$ cat src/rtl/button_pio_pkg.sv
// Shared register addresses, edge-type encodings and edge qualification helper
// for the button input PIO.
package button_pio_pkg;

  localparam logic [1:0] ADDR_DATA = 2'd0;
  localparam logic [1:0] ADDR_RSVD = 2'd1;
  localparam logic [1:0] ADDR_MASK = 2'd2;
  localparam logic [1:0] ADDR_EDGE = 2'd3;

  typedef enum logic [1:0] {
    EDGE_RISE = 2'd0,
    EDGE_FALL = 2'd1,
    EDGE_ANY  = 2'd2
  } edge_type_e;

  // True when a stable transition to new_lvl is an edge of the requested type.
  function automatic logic edge_match(input int edge_type, input logic new_lvl);
    case (edge_type)
      int'(EDGE_RISE): edge_match = new_lvl;
      int'(EDGE_FALL): edge_match = !new_lvl;
      default:         edge_match = 1'b1;
    endcase
  endfunction

endpackage

$ cat src/rtl/pio_debounce_bit.sv
// One button input: two-flop synchroniser, hold-time debounce counter,
// stable level flop and a single-cycle qualified edge pulse.
module pio_debounce_bit
  import button_pio_pkg::*;
#(
  parameter int   DEBOUNCE_CYCLES = 50000,
  parameter int   EDGE_TYPE       = 1,
  parameter logic RESET_VAL       = 1'b1
) (
  input  logic clk,
  input  logic rst,
  input  logic pin,
  output logic stable,
  output logic edge_pulse
);

  localparam int CNT_W = $clog2(DEBOUNCE_CYCLES);
  localparam logic [CNT_W-1:0] CNT_MAX = CNT_W'(DEBOUNCE_CYCLES - 1);

  logic             sync_p0;
  logic             sync_p1;
  logic [CNT_W-1:0] cnt;
  logic             done;

  // Candidate level has been held long enough; stable takes it on this edge.
  assign done       = (sync_p1 != stable) && (cnt == CNT_MAX);
  assign edge_pulse = done && edge_match(EDGE_TYPE, sync_p1);

  always_ff @(posedge clk) begin
    if (rst) begin
      sync_p0 <= RESET_VAL;
      sync_p1 <= RESET_VAL;
      stable  <= RESET_VAL;
      cnt     <= '0;
    end else begin
      sync_p0 <= pin;
      sync_p1 <= sync_p0;
      if (sync_p1 == stable) begin
        cnt <= '0;
      end else if (done) begin
        stable <= sync_p1;
        cnt    <= '0;
      end else begin
        cnt <= cnt + 1'b1;
      end
    end
  end

endmodule

$ cat src/rtl/button_pio_debounce_rx.sv
// Debounced push-button input PIO with edge capture, interrupt mask and a
// zero-wait-state Avalon-MM slave (DATA / RSVD / MASK / EDGE).
module button_pio_debounce_rx
  import button_pio_pkg::*;
#(
  parameter int               WIDTH           = 1,
  parameter int               DEBOUNCE_CYCLES = 50000,
  parameter int               EDGE_TYPE       = 1,
  parameter logic [WIDTH-1:0] IN_RESET_VAL    = {WIDTH{1'b1}}
) (
  input  logic             clk_clk,
  input  logic             reset_reset,
  input  logic [WIDTH-1:0] button_in,
  input  logic [1:0]       avs_address,
  input  logic             avs_read,
  input  logic             avs_write,
  input  logic [31:0]      avs_writedata,
  output logic [31:0]      avs_readdata,
  output logic             irq
);

  logic [WIDTH-1:0] stable;
  logic [WIDTH-1:0] edge_pulse;
  logic [WIDTH-1:0] mask;
  logic [WIDTH-1:0] edge_cap;
  logic [WIDTH-1:0] edge_cap_nxt;
  logic [WIDTH-1:0] w1c_bits;
  logic [31:0]      rd_mux;
  logic             wr_mask;
  logic             wr_edge;
  logic             unused_wdata;

  assign unused_wdata = ^avs_writedata[31:WIDTH];

  for (genvar gi = 0; gi < WIDTH; gi++) begin : g_bit
    pio_debounce_bit #(
      .DEBOUNCE_CYCLES(DEBOUNCE_CYCLES),
      .EDGE_TYPE      (EDGE_TYPE),
      .RESET_VAL      (IN_RESET_VAL[gi])
    ) u_bit (
      .clk       (clk_clk),
      .rst       (reset_reset),
      .pin       (button_in[gi]),
      .stable    (stable[gi]),
      .edge_pulse(edge_pulse[gi])
    );
  end

  assign wr_mask = avs_write && (avs_address == ADDR_MASK);
  assign wr_edge = avs_write && (avs_address == ADDR_EDGE);

  // A new edge in the same cycle as its W1C must survive, so the set is OR-ed last.
  always_comb begin
    w1c_bits     = wr_edge ? avs_writedata[WIDTH-1:0] : '0;
    edge_cap_nxt = (edge_cap & ~w1c_bits) | edge_pulse;
  end

  always_comb begin
    rd_mux = '0;
    case (avs_address)
      ADDR_DATA: rd_mux[WIDTH-1:0] = stable;
      ADDR_MASK: rd_mux[WIDTH-1:0] = mask;
      ADDR_EDGE: rd_mux[WIDTH-1:0] = edge_cap;
      default:   rd_mux = '0;
    endcase
  end

  // Read data and irq both sample pre-write register values.
  always_ff @(posedge clk_clk) begin
    if (reset_reset) begin
      mask         <= '0;
      edge_cap     <= '0;
      avs_readdata <= '0;
      irq          <= 1'b0;
    end else begin
      if (wr_mask) mask <= avs_writedata[WIDTH-1:0];
      edge_cap <= edge_cap_nxt;
      if (avs_read) avs_readdata <= rd_mux;
      irq <= |(edge_cap & mask);
    end
  end

endmodule

$ cat config.mk
export PLATFORM = sky130hd
export DESIGN_NAME = button_pio_debounce_rx
export DESIGN_NICKNAME = d
export VERILOG_FILES = /design/src/rtl/button_pio_pkg.sv /design/src/rtl/pio_debounce_bit.sv /design/src/rtl/button_pio_debounce_rx.sv
export SDC_FILE = /design/constraint.sdc
export NUM_CORES = 1
export LEC_CHECK = 0
export BUFFER_PORTS_ARGS = -buffer_cell sky130_fd_sc_hd__buf_4
export CELL_PAD_IN_SITES_DETAIL_PLACEMENT = 0
export CELL_PAD_IN_SITES_GLOBAL_PLACEMENT = 2
export CORE_ASPECT_RATIO = 1.4
export CORE_MARGIN = 3
export CORE_UTILIZATION = 23
export DETAILED_ROUTE_END_ITERATION = 10
export PLACE_DENSITY_LB_ADDON = 0.1
export SLEW_MARGIN = 10
export SYNTH_ARGS = -nofsm -noshare
export SYNTH_HDL_FRONTEND = slang
export SYNTH_SLANG_ARGS = --single-unit
$ cat constraint.sdc
create_clock -name clk_clk -period 1.93 [get_ports clk_clk]
set_input_delay 0.193 -clock clk_clk [delete_from_list [all_inputs] [get_ports clk_clk]]
set_output_delay 0.193 -clock clk_clk [all_outputs]
set_load 0.02 [all_outputs]
==> Word-level counts from Yosys, hierarchy flattened <==
Cells that the tools add are included.
W data, S select, Z words.
{ "word_totals": {"out_inout_bits": 33, "elab_cells": 29, "register_bits": 23, "in_bits": 39} }
{ "op_classes": {"n_bitwise": 5, "add_sub_neg": 1, "n_eq_ne": 5, "mux": 2, "n_reduce_logical": 8} }
{ "ops": {"columns": ["op", "n"], "rows": [
  ["$add A16 B1 Y16 const B", 1],
  ["$eq A16 B16 Y1 const B", 1],
  ["$eq A2 B2 Y1 const B", 2],
  ["$logic_and A1 B1 Y1", 4],
  ["$pmux W1 S3", 1],
  ["$reduce_or A3 Y1", 1],
  ["$and A1 B1 Y1", 2],
  ["$logic_not A2 Y1", 1],
  ["$not A1 Y1", 2],
  ["$reduce_and A2 Y1", 1],
  ["$eq A1 B1 Y1", 1],
  ["$logic_not A1 Y1", 1],
  ["$mux W1", 1],
  ["$ne A1 B1 Y1", 1],
  ["$or A1 B1 Y1", 1]
]} }

==> Depth between registers and ports, before layout <==
Gate-level depths: netlist (run 1).
{ "depth": {"depth_word": 6, "mapped_depth": 6, "mapped_depth_nobuf": 5} }

==> By module <==
Synthesis (run 1) repeated with hierarchy kept, for this count alone.
{ "hier_totals": {"cells_unflattened": 140, "hier_area_um2": 1283.7} }
{ "by_module_without_submodules": {"columns": ["mod", "seq_area_each_um2", "cells_per_inst", "instances", "area_per_inst_um2"], "rows": [
  ["pio_debounce_bit", 380.4, 91, 1, 879.6],
  ["button_pio_debounce_rx", 80.1, 49, 1, 404.1]
]} }

==> Least setup slack after synthesis (run 1) <==
OpenSTA, ideal clock, no wires.
{ "synth_path": {"path_kind": "flip-flop to flip-flop", "from": "reg g_bit[0].u_bit.cnt[0]", "to": "reg edge_cap", "path_buffers": 0, "setup_ps": 70, "t_required_ps": 1860, "period_less_slack_ps": 1452, "stages_incl_launch_ff": 6, "slack_ps": 478, "arrival_time_ps": 1382, "cell_sequence": "dfxtp_1 -> ha_1 -> and3_1 -> nand4_2 -> or3b_1 -> a21oi_1"} }
{ "synth_between": {"elab_chain_len": 4} }
{ "synth_lines": {"columns": ["item", "line", "rtl"], "rows": [
  ["start, declared", "pio_debounce_bit.sv:22", "logic [CNT_W-1:0] cnt;"],
  ["start signal, assigned", "pio_debounce_bit.sv:44", "cnt <= cnt + 1'b1;"],
  ["$eq A16 B16 Y1", "pio_debounce_bit.sv:26", "assign done = (sync_p1 != stable) && (cnt == CNT_MAX);"],
  ["$logic_and A1 B1 Y1", "pio_debounce_bit.sv:26", null],
  ["$logic_and A1 B1 Y1", "pio_debounce_bit.sv:27", "assign edge_pulse = done && edge_match(EDGE_TYPE, sync_p1);"],
  ["$or A1 B1 Y1", "button_pio_debounce_rx.sv:55", "edge_cap_nxt = (edge_cap & ~w1c_bits) | edge_pulse;"],
  ["end signal, assigned", "button_pio_debounce_rx.sv:77", "edge_cap <= edge_cap_nxt;"],
  ["end, declared", "button_pio_debounce_rx.sv:25", "logic [WIDTH-1:0] edge_cap;"]
]} }
Every way passes these cells.
A chain may end at the register's enable or synchronous reset.

==> Final worst setup path (run 1) <==
Ends and elaborated chain as after synthesis.

==> implementation parameters, run 1 <==
Parameter                              Value

Final layout
  Post-layout nets ... between 150 and 200
  Fraction of final layout cells with drive strength greater than 1 ... between 15 and 20%
  Final cell count without fillers ... around 220
  Footprint of the multi-input gates ... approximately 620 µm²
  Seq. cell area ... around 460 µm²
  Layout overhead on the synthesized area ... 6.28%
  Fill cells ... between 500 and 600
  Diode insertion count for antenna repair ... 0

Worst setup path
  Data required time at the worst endpoint ... between 2000 and 2500 ps
  Startpoint type of the worst setup path ... flop
  Crit path largest cell delay ... about 380 ps
  Crit-path slowest cell ... sky130_fd_sc_hd__or3b_1
  Crit. End Element ... flop
  Peak fanout along the critical path ... 5
  Critical Setup Path Class ... reg -> reg
  Buffers & Inverters on Critical Path ... 0
  Cell-by-cell listing of the critical path ... ha_1 > and3_1 > nand4_2 > or3b_1 > a21oi_1
  Cell family with most CP delay ... simple AND/OR/NAND/NOR gates
  CP Data Arrival Time ... 1860 ps

Route
  Avg WL per Cell ... 10.5 µm
  Vias after detailed routing ... 845
  Drt initial violations ... between 40 and 50
  Post-DRT Antenna Nets ... 0
  DR vias/cell ... just under 4
  Number of search-and-repair iterations in the first detailed-routing pass ... 4
  WL final ... 2270 µm
  Remaining design rule violation count ... 0

Clocking
  Number of setup buffers added after CTS ... 0
  Root buffer cell ... sky130_fd_sc_hd__clkbuf_8
  Clock sinks ... 23
  Buffers from clock root to sink, at most ... 2
  Depth of the CTS H-tree ... 1
  Number of buffers inserted during clock tree synthesis ... 3
  Clock tree from TritonCTS ... done
  Resized Gates After CTS ... 0
  Count of hold-fix buffers inserted at cts ... 0
  Clock slew seen by the registers of the worst setup and hold paths ... about 90 ps
  Clock insertion delay at the later pin of the skew report ... 270 ps

Yosys
  Number of flops mapped to enable cells by yosys ... 0
  Post-synth ARST share ... 0%
  Gate count after technology mapping ... 140
  Avg Inst Size Synth ... approximately 8.7 µm²
  Synth top area share ... a little under two fifths
  Synth area leader ... sky130_fd_sc_hd__dfxtp_1
  Register bit total from synthesis ... 23
  Netlist cell types ... 29
  Sequential share of the synthesized area ... 37.9%
  Yosys warning count ... 0
  Combined area of all synthesized cells ... 0.00122 mm²
  Biggest area contributors in the synthesized netlist ... sky130_fd_sc_hd__dfxtp_1 38%, sky130_fd_sc_hd__buf_4 19%, sky130_fd_sc_hd__xnor2_1 7.2%
  Commonest register cell after synthesis ... sky130_fd_sc_hd__dfxtp_1

Placed design
  Detailed placer's ending HPWL ... 1730 µm
  Placer Congestion ... ~0.74
  Port Buffer Count ... 9
  Placed Cells incl. Taps ... around 210

Power
  Net switching power figure ... 0.235 mW
  Switching share of power ... between 20% and 30%
  Share of power burned in the clock network ... a little over a third
  PD cells ... about 680 mW/mm²
  Logic pwr share ... under 10%
  Internal Pwr Total ... approximately 0.64 mW
  Leakage power ... roughly 0.5 nW
  Proportion of power drawn by flip-flops and latches ... a little under three fifths
  Worst vdd ir ... between 0.2 and 0.3 mV

STA
  Number of max-slew violations in the final report ... 0
  Fin. Hold Viols ... 0
  Fin crit share ... between 80% and 90%
  Clock period minus worst slack ... 1650 ps
  FMAX ... around 0.6 GHz
  Clock tree skew after final layout ... 5.18 ps
  RSZ-0062 raised after global routing ... false
  # setup viols final ... 0
  Sum of negative setup slack ... 0 ps

Global routing
  Maximum number of pins on one net before global-route repair ... 16
  Leftover overflow at the end of global routing ... 0
  Vias in the first global route ... a little over 800
  Total global-route track usage ... roughly 8%
  Global-route wire length before repair ... 3930 µm
  Antenna violations before repair ... 0

Floorplan
  Die Footprint ... about 0.0062 mm²
  Ports placed on the boundary ... 72
  Core area ... between 0.004 and 0.005 mm²
  Die boundary height ... around 92 µm
  Number of placement rows ... 30
  Die span in x ... around 67 µm
  Initial Util ... approximately a quarter

Job
  Total of max-cap violations ... 0

Worst hold path
  Class of the tightest hold or removal check ... in -> reg

Outcome
  Outcome ... finished clean
==> cell type report <==
| cell class | instances | share of cell area [%] |
|---|---|---|
| repair buffers | 10 | 5.81 |
| inverters | 3 | 0.871 |
| clock buffers | 3 | 3.19 |
| clock inverters | 1 | 0.387 |
| multi-input cells | 112 | 47.9 |
| well taps | 64 | 6.20 |
| flip-flops and latches | 23 | 35.6 |
==> cells in the final DEF (no fill, tap or decap), types with 2 or more instances in the layout <==
| cell | instances |
|---|---|
| sky130_fd_sc_hd__conb_1 | 31 |
| sky130_fd_sc_hd__nor2_1 | 23 |
| sky130_fd_sc_hd__dfxtp_1 | 23 |
| sky130_fd_sc_hd__xnor2_1 | 10 |
| sky130_fd_sc_hd__buf_4 | 10 |
| sky130_fd_sc_hd__nand2_1 | 8 |
| sky130_fd_sc_hd__nand3_1 | 6 |
| sky130_fd_sc_hd__nand4_1 | 4 |
| sky130_fd_sc_hd__nor4_1 | 4 |
| sky130_fd_sc_hd__xor2_1 | 4 |
| sky130_fd_sc_hd__inv_1 | 3 |
| sky130_fd_sc_hd__clkbuf_8 | 3 |
| sky130_fd_sc_hd__and3_1 | 2 |
| sky130_fd_sc_hd__and4bb_2 | 2 |
| sky130_fd_sc_hd__a21oi_1 | 2 |
| sky130_fd_sc_hd__or2_2 | 2 |
| sky130_fd_sc_hd__nor3_1 | 2 |
==> flip-flops by register name, summed over array words and instances (netlist names) <==
name	cells
g_bit.u_bit.cnt	16
g_bit.u_bit.sync_p1	1
mask	1
g_bit.u_bit.sync_p0	1
irq	1
edge_cap	1
g_bit.u_bit.stable	1
avs_readdata	1
==> worst reg2reg max path, cell delays in order (launching register included) <==
cell	delay, ps
sky130_fd_sc_hd__dfxtp_1	370
sky130_fd_sc_hd__ha_1	210
sky130_fd_sc_hd__and3_1	310
sky130_fd_sc_hd__nand4_2	190
sky130_fd_sc_hd__or3b_1	380
sky130_fd_sc_hd__a21oi_1	130
==> Yosys cell counts (2+ instances only) <==
master,count
sky130_fd_sc_hd__a21oi_1,2
sky130_fd_sc_hd__and3_1,2
sky130_fd_sc_hd__and4bb_2,2
sky130_fd_sc_hd__buf_4,31
sky130_fd_sc_hd__dfxtp_1,23
sky130_fd_sc_hd__inv_1,3
sky130_fd_sc_hd__nand2_1,8
sky130_fd_sc_hd__nand3_1,6
sky130_fd_sc_hd__nand4_1,4
sky130_fd_sc_hd__nor2_1,23
sky130_fd_sc_hd__nor3_1,2
sky130_fd_sc_hd__nor4_1,4
sky130_fd_sc_hd__or2_2,2
sky130_fd_sc_hd__xnor2_1,10
sky130_fd_sc_hd__xor2_1,4
==> per-layer routing <==
layer  up-vias  global-route usage [%]  share of wire, %
li1        424                       -                 -
met1       402                    9.36                41
met2        14                    13.9                54
met3         5                    1.84               2.9
met4         0                    3.55               1.8
met5         -                       0                 0
==> final timing paths <==
| check | start | end | slack, ps | cells after the start |
|---|---|---|---|---|
| setup / recovery | g_bit[0].u_bit.cnt[0]$_SDFF_PP0_ | edge_cap$_SDFF_PP0_ | 280 | 5 |
| hold / removal | button_in | g_bit[0].u_bit.sync_p0$_SDFF_PP1_ | 100 | 2 |
| setup reg to reg | g_bit[0].u_bit.cnt[0]$_SDFF_PP0_ | edge_cap$_SDFF_PP0_ | 280 | 5 |
| hold reg to reg | g_bit[0].u_bit.sync_p0$_SDFF_PP1_ | g_bit[0].u_bit.sync_p1$_SDFF_PP1_ | 420 | 1 |
==> power groups by stage <==
stage	clock network (mW)	logic (mW)	registers, mW
floorplan	0	0.112	0.494
global placement	0	0.0849	0.493
detailed placement	0	0.0856	0.493
CTS	0.321	0.0855	0.482
global route	0.336	0.0950	0.482
finish	0.307	0.0870	0.481
==> stage by stage <==
| step | power, mW | utilization (%) | hold slack (ps) | area (µm²) | setup WS [ps] |
|---|---|---|---|---|---|
| after floorplan | 0.605 | - | 262 | 1330 | 478 |
| after global placement | 0.578 | 25.0 | 383 | 1250 | 258 |
| after detailed placement | 0.578 | 25.0 | 384 | 1250 | 279 |
| after CTS | 0.888 | 25.9 | 97.2 | 1290 | 247 |
| after global routing | 0.914 | 25.9 | 97.6 | 1290 | 87.8 |
| final | 0.875 | 25.9 | 102 | 1290 | 283 |
==> cells by family after synthesis <==
| group | synth area share (%) |
|---|---|
| and+or+nand+nor | 25.2 |
| buffers and inverters | 20.5 |
| DFF | 37.9 |
| xor gates and xnor gates | 10.1 |
| AOI/OAI and AO/OA | 3.29 |
| muxes | 1.75 |
| adders and majority gates | 1.03 |
| other | 0.308 |
Power figures use the tool's default switching activity.
==> inputs of run 2 (changes only) <==
Settings changed: CORE_UTILIZATION 23 to 24, CTS_BUF_LIST set to sky130_fd_sc_hd__clkbuf_8.
==> implementation parameters, run 2 (synthesized netlist as in run 1, its figures left out) <==
Parameter                              Value

Final layout
  Diode insertion count for antenna repair ... 0 (unchanged)
  Commonest non-fill, non-tap cells in the layout ... 31 x sky130_fd_sc_hd__conb_1, 23 x sky130_fd_sc_hd__nor2_1, 23 x sky130_fd_sc_hd__dfxtp_1
  Register bank with the most flops ... g_bit.u_bit.cnt
  Leading cell type in the layout, fill and taps excluded ... sky130_fd_sc_hd__conb_1
  Seq. cell area ... 460 µm² (unchanged)
  Fraction of final layout cells with drive strength greater than 1 ... 15.7% (+0.55 points)
  Layout overhead on the synthesized area ... 6.89%
  Final Util ... 26.6% (+0.75 points)
  Fill cells ... 574 (+2.7%)
  Post-layout nets ... 194 (+0.52%)
  Footprint of the multi-input gates ... 619 µm² (unchanged)
  Flip-flop count of the largest register, all copies and words added ... 16 (unchanged)

STA
  RSZ-0062 raised after global routing ... false
  Fin crit share ... 79.8% (-5.5 points)
  Clock tree skew after final layout ... 6.06 ps (+0.880 ps)
  FMAX ... 0.649 GHz (+6.9%)
  Fin. Hold Viols ... 0 (unchanged)
  Clock period minus worst slack ... 1540 ps (-107 ps)
  Sum of negative setup slack ... 0 ps (unchanged)
  # setup viols final ... 0 (unchanged)
  Slack of the critical path ... 390 ps (+107 ps)
  Number of max-slew violations in the final report ... 0 (unchanged)

Route
  DR vias/cell ... 3.78 (-3.3%)
  Remaining design rule violation count ... 0 (unchanged)
  WL final ... 2230 µm (-1.9%)
  Drt initial violations ... 29 (-38%)
  Number of search-and-repair iterations in the first detailed-routing pass ... 3 (-1)
  Post-DRT Antenna Nets ... 0 (unchanged)
  Avg WL per Cell ... 10.3 µm (-2.3%)
  Vias after detailed routing ... 821 (-2.8%)

Floorplan
  Initial Util ... 24.9% (+0.56 points)
  Die Footprint ... 0.00597 mm² (-3.9%)
  Die boundary height ... 90.2 µm (-2.0%)
  Die span in x ... 66.2 µm (-1.9%)
  Ports placed on the boundary ... 72 (unchanged)
  Core area ... 0.00488 mm² (-2.3%)
  Number of placement rows ... 30 (unchanged)

Job
  Total of max-cap violations ... 0 (unchanged)

Worst setup path
  Crit path largest cell delay ... 390 ps (about the same)
  Cell count of the worst reg-to-reg path ... 5 (unchanged)
  Cell family with most CP delay ... simple AND/OR/NAND/NOR gates
  Crit-path slowest cell ... sky130_fd_sc_hd__or3b_1
  Number of cells on the critical path ... 5 (unchanged)
  CP Data Arrival Time ... 1740 ps (-120 ps)
  Crit. End Element ... flop
  Peak fanout along the critical path ... 5 (unchanged)
  Data required time at the worst endpoint ... 2130 ps (about the same)
  Critical Setup Path Class ... reg -> reg
  Buffers & Inverters on Critical Path ... 0 (unchanged)
  Cell-by-cell listing of the critical path ... ha_1 > and3_1 > nand4_2 > or3b_1 > a21oi_1
  Startpoint type of the worst setup path ... flop

Clocking
  Root buffer cell ... sky130_fd_sc_hd__clkbuf_8
  Buffers from clock root to sink, at most ... 2 (unchanged)
  Number of buffers inserted during clock tree synthesis ... 3 (unchanged)
  Count of hold-fix buffers inserted at cts ... 0 (unchanged)
  Clock tree from TritonCTS ... done
  Clock slew seen by the registers of the worst setup and hold paths ... 90 ps (about the same)
  Number of setup buffers added after CTS ... 0 (unchanged)
  Resized Gates After CTS ... 0 (unchanged)
  Depth of the CTS H-tree ... 1 (unchanged)
  Clock sinks ... 23 (unchanged)
  Clock insertion delay at the later pin of the skew report ... 270 ps (about the same)

Outcome
  Outcome ... finished clean

Global routing
  Antenna violations before repair ... 0 (unchanged)
  Maximum number of pins on one net before global-route repair ... 16 (unchanged)
  Global-route wire length before repair ... 3920 µm (-0.18%)
  Vias in the first global route ... 871 (+5.1%)
  Leftover overflow at the end of global routing ... 0 (unchanged)
  Total global-route track usage ... 8.20% (+0.055 points)

Worst hold path
  Class of the tightest hold or removal check ... in -> reg
  Worst hold path cell count ... 2 (unchanged)

Power
  Leakage power ... 0.505 nW (+1.1%)
  Overall power ... 0.873 mW (-0.21%)
  PD cells ... 672 mW/mm² (-0.79%)
  Worst vdd ir ... 0.184 mV (-32%)

Placed design
  Detailed placer's ending HPWL ... 1760 µm (+1.7%)
  Port Buffer Count ... 9 (unchanged)
  Placer Congestion ... 0.670 (-9.4%)
  Setup slack after placement ... 360 ps (+81.1 ps)
run 2: cell types whose count changed in the layout (fill, tap and decap cells not counted), sizes merged:
cell / previous run / this run
buf: 10 / 11
run 2: metrics by stage:
stage               hold WS (ps)  instance area (µm²)  std cells
floorplan                    262                 1330        170
global placement             382                 1250        213
detailed placement           383                 1250        213
CTS                         85.6                 1300        217
global route                89.6                 1300        217
finish                       101                 1300        217
run 2: power breakdown:
| part | total (mW) | internal (mW) | switching [mW] |
|---|---|---|---|
| Clock | 0.306 | 0.144 | 0.161 |
| Combinational | 0.0863 | 0.0173 | 0.0690 |
| Sequential | 0.481 | 0.479 | 0.00264 |
| Total | 0.873 | 0.640 | 0.233 |
run 2: final cells by class:
type	count	share of cell area, %
well taps	64	6.16
clock inverters	1	0.385
repair buffers	11	6.35
inverters	3	0.866
clock buffers	3	3.18
flip-flops and latches	23	35.4
multi-input cells	112	47.6
run 2: layer usage:
metal  vias up  track usage (%)  wire (µm)
met5         -                0          0
met4         0             3.05         27
met3         4             1.88         69
met2        12             14.8       1220
met1       378             8.92        905
li1        427                -          -
run 2: final timing paths:
kind	slack [ps]	end	start
min	100	avs_readdata[0]$_SDFFE_PP0P_	avs_read
max reg2reg	390	edge_cap$_SDFF_PP0_	g_bit[0].u_bit.cnt[0]$_SDFF_PP0_
min reg2reg	410	g_bit[0].u_bit.sync_p1$_SDFF_PP1_	g_bit[0].u_bit.sync_p0$_SDFF_PP1_
max	390	edge_cap$_SDFF_PP0_	g_bit[0].u_bit.cnt[0]$_SDFF_PP0_
==> inputs of run 3 (changes only) <==
Settings changed: ABC_AREA set to 1, CORE_UTILIZATION 24 to 22.
Clock period 1.93 ns to 1.4 ns, I/O delays scaled along.
==> implementation parameters, run 3 <==
Parameter                              Value

Yosys
  Library cell with the highest instance count after synthesis ... sky130_fd_sc_hd__nand2_1
  Avg Inst Size Synth ... 7.50 µm² (-14%)
  Synth top area share ... 32.7% (-5.2 points)
  Register bit total from synthesis ... 23 (unchanged)
  Biggest area contributors in the synthesized netlist ... sky130_fd_sc_hd__dfxtp_1 33%, sky130_fd_sc_hd__buf_4 17%, sky130_fd_sc_hd__nand2_1 8.8%
  Sequential share of the synthesized area ... 32.7% (-5.2 points)
  Post-synth ARST share ... 0% (unchanged)
  Netlist cell types ... 24 (-17%)
  Number of flops mapped to enable cells by yosys ... 0 (unchanged)
  Commonest cells post-synth ... 33 x sky130_fd_sc_hd__nand2_1, 31 x sky130_fd_sc_hd__buf_4, 24 x sky130_fd_sc_hd__nor2_1
  Yosys warning count ... 0 (unchanged)
  Commonest register cell after synthesis ... sky130_fd_sc_hd__dfxtp_1
  Gate count after technology mapping ... 188 (+34%)
  Combined area of all synthesized cells ... 0.00141 mm² (+16%)
  Synth area leader ... sky130_fd_sc_hd__dfxtp_1

Placed design
  Placer Congestion ... 0.682 (+1.9%)
  Port Buffer Count ... 9 (unchanged)
  Setup slack after placement ... 36.1 ps (-323 ps)
  Post-detailed-placement cell area ... 0.00152 mm² (+21%)
  Detailed placer's ending HPWL ... 2340 µm (+33%)

Floorplan
  Die span in x ... 73.7 µm (+11%)
  Die Footprint ... 0.00742 mm² (+24%)
  Core area ... 0.00603 mm² (+24%)
  Initial Util ... 23.4% (-1.5 points)
  Number of placement rows ... 33 (+10%)
  Die boundary height ... 101 µm (+12%)
  Ports placed on the boundary ... 72 (unchanged)

Power
  PD cells ... 767 mW/mm² (+14%)
  Internal Pwr Total ... 0.885 mW (+38%)
  Leakage power ... 0.614 nW (+21%)
  Logic pwr share ... 10.4% (+0.5 points)
  Switching share of power ... 28.5% (+1.8 points)
  Share of power burned in the clock network ... 35.9% (+0.9 points)
  Proportion of power drawn by flip-flops and latches ... 53.7% (-1.4 points)
  Net switching power figure ... 0.353 mW (+51%)
  Worst vdd ir ... 0.275 mV (+49%)

Final layout
  Commonest non-fill, non-tap cells in the layout ... 33 x sky130_fd_sc_hd__nand2_1, 31 x sky130_fd_sc_hd__conb_1, 23 x sky130_fd_sc_hd__nor2_1, 23 x sky130_fd_sc_hd__buf_4, 19 x sky130_fd_sc_hd__dfxtp_1
  Register bank with the most flops ... g_bit.u_bit.cnt
  Leading cell type in the layout, fill and taps excluded ... sky130_fd_sc_hd__nand2_1
  Diode insertion count for antenna repair ... 0 (unchanged)
  Final design area excluding fillers ... 0.00161 mm² (+24%)
  Layout overhead on the synthesized area ... 14.5%
  Fill cells ... 695 (+21%)
  Flip-flop count of the largest register, all copies and words added ... 16 (unchanged)
  Fraction of final layout cells with drive strength greater than 1 ... 24.8% (+9.1 points)
  Post-layout nets ... 255 (+31%)

STA
  Clock period minus worst slack ... 1260 ps (-284 ps)
  FMAX ... 0.796 GHz (+23%)
  # setup viols final ... 0 (unchanged)
  Fin. Hold Viols ... 0 (unchanged)
  RSZ-0062 raised after global routing ... false
  Clock tree skew after final layout ... 3.92 ps (-2.14 ps)
  Slack of the critical path ... 144 ps (-246 ps)
  Fin crit share ... 89.7% (+9.9 points)
  Number of max-slew violations in the final report ... 0 (unchanged)
  Sum of negative setup slack ... 0 ps (unchanged)

Clocking
  Buffers from clock root to sink, at most ... 2 (unchanged)
  Root buffer cell ... sky130_fd_sc_hd__clkbuf_8
  Count of hold-fix buffers inserted at cts ... 0 (unchanged)
  Clock tree from TritonCTS ... done
  Clock slew seen by the registers of the worst setup and hold paths ... 90 ps (about the same)
  Number of buffers inserted during clock tree synthesis ... 3 (unchanged)
  Depth of the CTS H-tree ... 1 (unchanged)
  Clock sinks ... 23 (unchanged)
  Clock insertion delay at the later pin of the skew report ... 270 ps (about the same)

Route
  Drt initial violations ... 18 (-38%)
  Remaining design rule violation count ... 0 (unchanged)
  Post-DRT Antenna Nets ... 0 (unchanged)
  Vias after detailed routing ... 1094 (+33%)
  WL final ... 3130 µm (+40%)
  Number of search-and-repair iterations in the first detailed-routing pass ... 4 (+1)
  DR vias/cell ... 3.85 (+1.8%)
  Avg WL per Cell ... 11.0 µm (+7.3%)

Global routing
  Leftover overflow at the end of global routing ... 0 (unchanged)
  Global-route wire length before repair ... 4870 µm (+24%)
  GR Layer Usage met3 ... 1.50% (-0.38 points)
  Maximum number of pins on one net before global-route repair ... 17 (+1)
  Vias in the first global route ... 1097 (+26%)
  Total global-route track usage ... 8.37% (+0.17 points)
  Routing usage on met1 ... 9.87% (+0.95 points)
  Most heavily used metal layer in global routing ... met2
  Antenna violations before repair ... 0 (unchanged)
  Met2 usage ... 15.0% (+0.13 points)

Worst setup path
  Peak fanout along the critical path ... 3 (-2)
  Data required time at the worst endpoint ... 1570 ps (-560 ps)
  Crit. End Element ... flop
  Startpoint type of the worst setup path ... flop
  Critical Setup Path Class ... reg -> reg
  CP Data Arrival Time ... 1420 ps (-320 ps)

Worst hold path
  Class of the tightest hold or removal check ... in -> reg

Job
  Total of max-cap violations ... 0 (unchanged)

Outcome
  Outcome ... finished clean
==> run 3: cell count changes in the layout (fill, tap and decap cells not counted), moves of 3 or more <==
| cell | change |
|---|---|
| sky130_fd_sc_hd__buf_4 | +12 |
| sky130_fd_sc_hd__dfxtp_1 | -4 |
| sky130_fd_sc_hd__dfxtp_2 | +4 |
| sky130_fd_sc_hd__inv_1 | +13 |
| sky130_fd_sc_hd__nand2_1 | +25 |
| sky130_fd_sc_hd__nand3_1 | +8 |
| sky130_fd_sc_hd__nand3_4 | +3 |
| sky130_fd_sc_hd__nor2_2 | +12 |
| sky130_fd_sc_hd__nor4_1 | -4 |
| sky130_fd_sc_hd__xnor2_1 | -6 |
==> run 3: path summary, 6_finish.rpt <==
path / slack [ps] / from / to / cells after the start
max reg2reg: 140 / g_bit[0].u_bit.cnt[0]$_SDFF_PP0_ / g_bit[0].u_bit.cnt[15]$_SDFF_PP0_ / 8
max: 140 / g_bit[0].u_bit.cnt[0]$_SDFF_PP0_ / g_bit[0].u_bit.cnt[15]$_SDFF_PP0_ / 8
min: 40 / reset_reset / irq$_SDFF_PP0_ / 2
min reg2reg: 410 / g_bit[0].u_bit.sync_p0$_SDFF_PP1_ / g_bit[0].u_bit.sync_p1$_SDFF_PP1_ / 1
==> run 3: repair_timing <==
item                       in CTS  in global routing
setup endpoints to repair       0                 17
buffers inserted                0                  2
resized for setup               0                  8
hold endpoints to repair        0                  0
==> run 3: layer usage <==
metal | wire (µm) | up-vias
li1 | - | 581
met1 | 1280 | 492
met2 | 1730 | 19
met3 | 103 | 2
met4 | 15 | 0
met5 | 0 | -
==> run 3: cell type report <==
cell class	count	area, µm²	share of cell area, %
well taps	70	87.6	5.43
inverters	16	60.1	3.72
repair buffers	23	173	10.7
clock inverters	1	5.00	0.310
multi-input cells	148	782	48.4
clock buffers	3	41.3	2.56
flip-flops and latches	23	465	28.8
==> run 3: logic make-up (layout without fill, tap and decap cells) <==
kind of cell / after synthesis / in the layout / share of synthesized area (%)
AOI/OAI and AO/OA: 4 / 4 / 1.69
xor gates and xnor gates: 10 / 10 / 6.74
adders and majority gates: 1 / 1 / 0.887
buffers and inverters: 48 / 43 / 22.2
DFF: 23 / 23 / 32.7
other: 1 / 31 / 0.266
and+or+nand+nor: 101 / 102 / 35.6
==> run 3: per-stage QoR <==
stage / util [%] / hold WS (ps) / cells / total power, mW
floorplan: - / 212 / 218 / 0.842
global placement: 25.1 / 325 / 277 / 0.802
detailed placement: 25.1 / 327 / 277 / 0.802
CTS: 25.9 / 37.3 / 281 / 1.25
global route: 26.8 / 38.8 / 284 / 1.29
finish: 26.8 / 40.4 / 284 / 1.24
==> run 3: power groups by stage <==
stage / combinational (mW) / clock, mW / sequential (mW)
after floorplan: 0.161 / 0 / 0.681
after global placement: 0.122 / 0 / 0.679
after detailed placement: 0.122 / 0 / 0.679
after CTS: 0.122 / 0.467 / 0.664
after global routing: 0.140 / 0.487 / 0.666
final: 0.129 / 0.444 / 0.665
==> run 3: critical path, cell delays in order, from the launching register on <==
cell and delay (ps):
sky130_fd_sc_hd__dfxtp_2 360, sky130_fd_sc_hd__buf_4 130, sky130_fd_sc_hd__inv_1 30, sky130_fd_sc_hd__nor2_1 160, sky130_fd_sc_hd__nand2_1 130, sky130_fd_sc_hd__nor2_1 140
sky130_fd_sc_hd__nand3_1 90, sky130_fd_sc_hd__nand2_1 70, sky130_fd_sc_hd__nor2_1 30
